**src/rtl/qtree_mm_arbiter.sv**
```systemverilog
// Round-robin arbiter that merges table-write requesters onto the single qtree
// control port, with a built-in clear sequence that zeroes the whole table.
module qtree_mm_arbiter #(
   parameter int REQ_CNT         = 2,
   parameter int MM_ADDR_WIDTH   = 16,
   parameter int MM_DATA_WIDTH   = 32,
   parameter int CLEAR_LAST_ADDR = 2**MM_ADDR_WIDTH-1
) (
   input  logic                             clk_i,
   input  logic                             rst_n_i,
   input  logic [REQ_CNT*MM_ADDR_WIDTH-1:0] req_addr_i,
   input  logic [REQ_CNT*MM_DATA_WIDTH-1:0] req_data_i,
   input  logic [REQ_CNT-1:0]               req_valid_i,
   output logic [REQ_CNT-1:0]               req_ready_o,
   input  logic                             clear_start_i,
   output logic                             busy_o,
   output logic [MM_ADDR_WIDTH-1:0]         mm_ctrl_addr_o,
   output logic [MM_DATA_WIDTH-1:0]         mm_ctrl_data_o,
   output logic                             mm_ctrl_write_o
);

   localparam int GW = (REQ_CNT > 1) ? $clog2(REQ_CNT) : 1;
   localparam logic [MM_ADDR_WIDTH-1:0] LAST_A = MM_ADDR_WIDTH'(CLEAR_LAST_ADDR);
   localparam logic [0:0] CLEAR = 1'b0;
   localparam logic [0:0] RUN   = 1'b1;

   logic [0:0]               state_q, state_d;
   logic [MM_ADDR_WIDTH-1:0] cnt_q, cnt_d;
   logic [GW-1:0]            last_q, last_d;
   logic [MM_ADDR_WIDTH-1:0] addr_q, addr_d;
   logic [MM_DATA_WIDTH-1:0] data_q, data_d;
   logic                     wr_q, wr_d;

   logic [2*REQ_CNT-1:0]     dbl;
   logic [REQ_CNT-1:0]       rot, gnt_oh;
   logic                     found;
   logic [GW-1:0]            gnt_idx;
   logic [MM_ADDR_WIDTH-1:0] addr_sel;
   logic [MM_DATA_WIDTH-1:0] data_sel;

   // Rotate valids so bit 0 is the requester right after last_grant, then take the lowest set bit.
   always_comb begin
      int sel;
      dbl     = {req_valid_i, req_valid_i};
      rot     = REQ_CNT'(dbl >> ({1'b0, last_q} + 1'b1));
      found   = 1'b0;
      gnt_idx = last_q;
      sel     = 0;
      for (int k = 0; k < REQ_CNT; k++) begin
         if (!found && rot[k]) begin
            found = 1'b1;
            sel   = int'(last_q) + 1 + k;
            if (sel >= REQ_CNT) sel = sel - REQ_CNT;
            gnt_idx = GW'(sel);
         end
      end
   end

   assign gnt_oh      = found ? (REQ_CNT'(1) << gnt_idx) : '0;
   assign req_ready_o = (state_q == RUN && !clear_start_i) ? gnt_oh : '0;
   assign busy_o      = (state_q == CLEAR);

   always_comb begin
      addr_sel = '0;
      data_sel = '0;
      for (int i = 0; i < REQ_CNT; i++) begin
         if (gnt_oh[i]) begin
            addr_sel = req_addr_i[i*MM_ADDR_WIDTH +: MM_ADDR_WIDTH];
            data_sel = req_data_i[i*MM_DATA_WIDTH +: MM_DATA_WIDTH];
         end
      end
   end

   always_comb begin
      state_d = state_q;
      cnt_d   = cnt_q;
      last_d  = last_q;
      wr_d    = 1'b0;
      addr_d  = addr_q;
      data_d  = data_q;
      if (state_q == CLEAR) begin
         wr_d   = 1'b1;
         addr_d = cnt_q;
         data_d = '0;
         // Stop on the last address instead of incrementing, so a full-range clear never wraps.
         if (cnt_q == LAST_A) begin
            state_d = RUN;
            cnt_d   = '0;
         end else begin
            cnt_d = cnt_q + 1'b1;
         end
      end else if (clear_start_i) begin
         state_d = CLEAR;
         cnt_d   = '0;
      end else if (found) begin
         wr_d   = 1'b1;
         addr_d = addr_sel;
         data_d = data_sel;
         last_d = gnt_idx;
      end
   end

   always_ff @(posedge clk_i or negedge rst_n_i) begin
      if (!rst_n_i) begin
         state_q <= CLEAR;
         cnt_q   <= '0;
         last_q  <= GW'(REQ_CNT-1);
         wr_q    <= 1'b0;
         addr_q  <= '0;
         data_q  <= '0;
      end else begin
         state_q <= state_d;
         cnt_q   <= cnt_d;
         last_q  <= last_d;
         wr_q    <= wr_d;
         addr_q  <= addr_d;
         data_q  <= data_d;
      end
   end

   assign mm_ctrl_write_o = wr_q;
   assign mm_ctrl_addr_o  = addr_q;
   assign mm_ctrl_data_o  = data_q;

endmodule

```
**config.mk**
```make
export PLATFORM = sky130hd
export DESIGN_NAME = qtree_mm_arbiter
export DESIGN_NICKNAME = d
export VERILOG_FILES = /design/src/rtl/qtree_mm_arbiter.sv
export SDC_FILE = /design/constraint.sdc
export NUM_CORES = 1
export LEC_CHECK = 0
export ABC_CLOCK_PERIOD_IN_PS = 1900
export CAP_MARGIN = 5
export CORE_UTILIZATION = 41
export CTS_CLUSTER_SIZE = 28
export DETAILED_ROUTE_END_ITERATION = 8
export PLACE_DENSITY_LB_ADDON = 0.08
export RECOVER_POWER = 50
export SYNTH_ARGS = -nofsm -noshare
export SYNTH_HDL_FRONTEND = slang
export SYNTH_SLANG_ARGS = --single-unit
```
**constraint.sdc**
```tcl
create_clock -name clk_i -period 1.9 [get_ports clk_i]
set_clock_uncertainty 0.15 [all_clocks]
set_input_delay 0.19 -clock clk_i [delete_from_list [all_inputs] [get_ports clk_i]]
set_output_delay 0.19 -clock clk_i [all_outputs]
set_load 0.005 [all_outputs]
```
==> run metrics <==
root buf cell clkbuf_8; Antenna Cells 0; Mapped Nets 432; critical path capture point type output port; Place WS -0.0745 ns; pwr/cell area 752 nW/um2; WS Path Type flop to output port; Pre-Repair DR Iteration Count 5; Max transition margin 0.385; fmax 539 MHz; Avg Synthesized Cell Area 9.65 um2; HP Class flop to flop; dpl cell area 4950 um2; first-pass GRT wire length 15600 um; Gate power share 0.242; Initial Util 0.432; switch share 0.277; clock sink total 67; distinct cell type count after synthesis 43; initial DRC count 140; vias after detailed routing 3194; Skew-Pair Late Insertion Delay between 0.3 and 0.4 ns; port bufs ~150; Post-Route Setup TNS 0 ns; Via density 5.37; post-layout util 0.701; nets@finish 593; clock slew at reported path FFs 0.07 ns; status complete, no violations; CTS HTree Levels 3; initial antenna violation count 0; number of flops mapped to enable cells by yosys 0; RSZ-0062 raised after global routing no; sequential share of the synthesized area 0.527; most common cell after layout, fill and taps aside clkdlybuf4s50_1; Final WS setup about 0.046 ns; Internal 2.81 mW; Slew @ Worst Pin 0.923 ns; total CTS buffers 9; final period utilization 0.976; Max-Cap Viols 0; Net Sw Power 1.08 mW; gr ovfl total 0; Die ar. 8130 um2; Tmin final 1.85 ns; design area 5170 um2; synthesis-stage register bit count 67; final hold vios 0; CP startpoint kind flop; Worst IR Drop VDD 0.387 mV; CTS tree yes; Mapped Cells 330; largest net degree at the start of global routing 68; Mapped Area 3190 um2; post-route ant nets 0; FP Rows 31; vias in the first global route 3251; share of total power in sequential cells 0.461; die width 90.1 um; Core Box Area 7370 um2; final setup vio count 0; asr flop ratio synth 1.00; gpl congestion just over 0.8; Clock power frac 0.297; Die Ht 90.1 um; YS warnings 0; max-slew violations 0; Wirelength per Cell 15.7 um; GR Util All Layers 0.244; CTS max path bufs 2; most frequent cells in the layout clkdlybuf4s50_1, dfrtp_1, a22oi_1; crit path DAT ~1.5 ns; drt total wl 9350 um; CP required between 1.5 and 2 ns; Primary FF master, synth dfrtp_1; Layout area overhead 62.2%; hpwl dp 6730 um; drt drc 0; fraction of layout cells with a size suffix above 1 0.103; CP Max Fanout 2; I/O Pins 153; leakage power 2.17 nW
## cell families after synthesis
| kind of cell | after synthesis | synth area share |
|---|---|---|
| buf+inv | 31 | 0.0424 |
| flops | 67 | 0.527 |
| compound gates | 135 | 0.278 |
| fa+ha+maj | 1 | 0.00393 |
| mux | 2 | 0.00668 |
| xor+xnor | 5 | 0.0137 |
| simple gates | 89 | 0.129 |
## flip-flops by register name, indices dropped and copies added (netlist names)
register / flops
cnt_q: 16
last_q: 1
mm_ctrl_addr_o: 16
mm_ctrl_data_o: 32
mm_ctrl_write_o: 1
state_q: 1
## synth_stat cells (2+ instances only)
cell type	count	area (um2)
a21boi_1	2	15.0
a21oi_1	6	30.0
a22oi_1	60	450
a31oi_1	2	12.5
and3_1	2	12.5
buf_2	9	45.0
buf_4	2	15.0
clkbuf_1	15	56.3
dfrtp_1	66	1650
inv_1	4	15.0
nand2_1	52	195
nand3_1	11	55.1
nand4_1	2	12.5
nor2_1	5	18.8
nor2b_1	2	12.5
nor3_1	4	20.0
o211ai_1	3	22.5
o21ai_0	49	245
o21ai_1	2	10.0
o22ai_1	3	18.8
o31ai_1	2	15.0
or2_2	2	12.5
or3_1	2	12.5
xor2_1	4	35.0
## critical path, cell delays in order (launching register included)
cell and delay [ns]:
dfstp_2 0.53, inv_1 0.06, a21boi_4 0.16, and2_1 0.16, dlygate4sd2_1 0.25
## worst paths after layout
check,depth (start not counted),from,slack [ns],endpoint
max,4,last_q,0.05,req_ready_o[0]
min,2,mm_ctrl_data_o[29],0.33,mm_ctrl_data_o[29]
max reg2reg,5,cnt_q[0],0.19,cnt_q[0]
min reg2reg,2,mm_ctrl_data_o[29],0.33,mm_ctrl_data_o[29]
max in group asynchronous,3,rst_n_i,0.52,mm_ctrl_addr_o[0]
min in group asynchronous,3,rst_n_i,0.47,mm_ctrl_data_o[9]
## what timing repair did
item                                    in CTS  in global routing
hold endpoints to repair                    66                  0
resized for setup                            4                  4
endpoints found under the setup margin       3                  6
hold buffers                                 1                  0
buffers inserted                             1                  0
pin swaps                                    0                  0
## area by class of cell
class	count	area (um2)
Sequential cell	67	1680
Inverter	5	18.8
Timing Repair Buffer	176	1750
Clock buffer	15	186
Multi-Input combinational cell	232	1410
Tap cell	99	124
Fill cell	581	2200
Clock inverter	1	5.00
## stage by stage
stage | hold WS (ns) | std cells | power [mW]
after floorplan | -0.256 | 330 | 2.18
after global placement | 0.0879 | 577 | 2.74
after detailed placement | 0.0888 | 577 | 2.77
after CTS | 0.260 | 595 | 3.92
after global routing | 0.348 | 595 | 4.10
final | 0.327 | 595 | 3.89
## layer usage
metal  wire length [um]  up-vias  global-route usage
li1                   -     1541                   -
met1               3990     1499               0.302
met2               4400      132               0.392
met3                666       22              0.0601
met4                299        0               0.134
met5                  0        -                   0
## power by group through the flow
stage | clock network [mW] | registers, mW | logic [mW]
2_1_floorplan | 0 | 1.78 | 0.404
3_3_place_gp | 0 | 1.81 | 0.931
3_5_place_dp | 0 | 1.82 | 0.950
4_1_cts | 1.17 | 1.79 | 0.960
5_1_grt | 1.24 | 1.82 | 1.04
6_report | 1.15 | 1.79 | 0.943
Power figures use the tool's default switching activity.
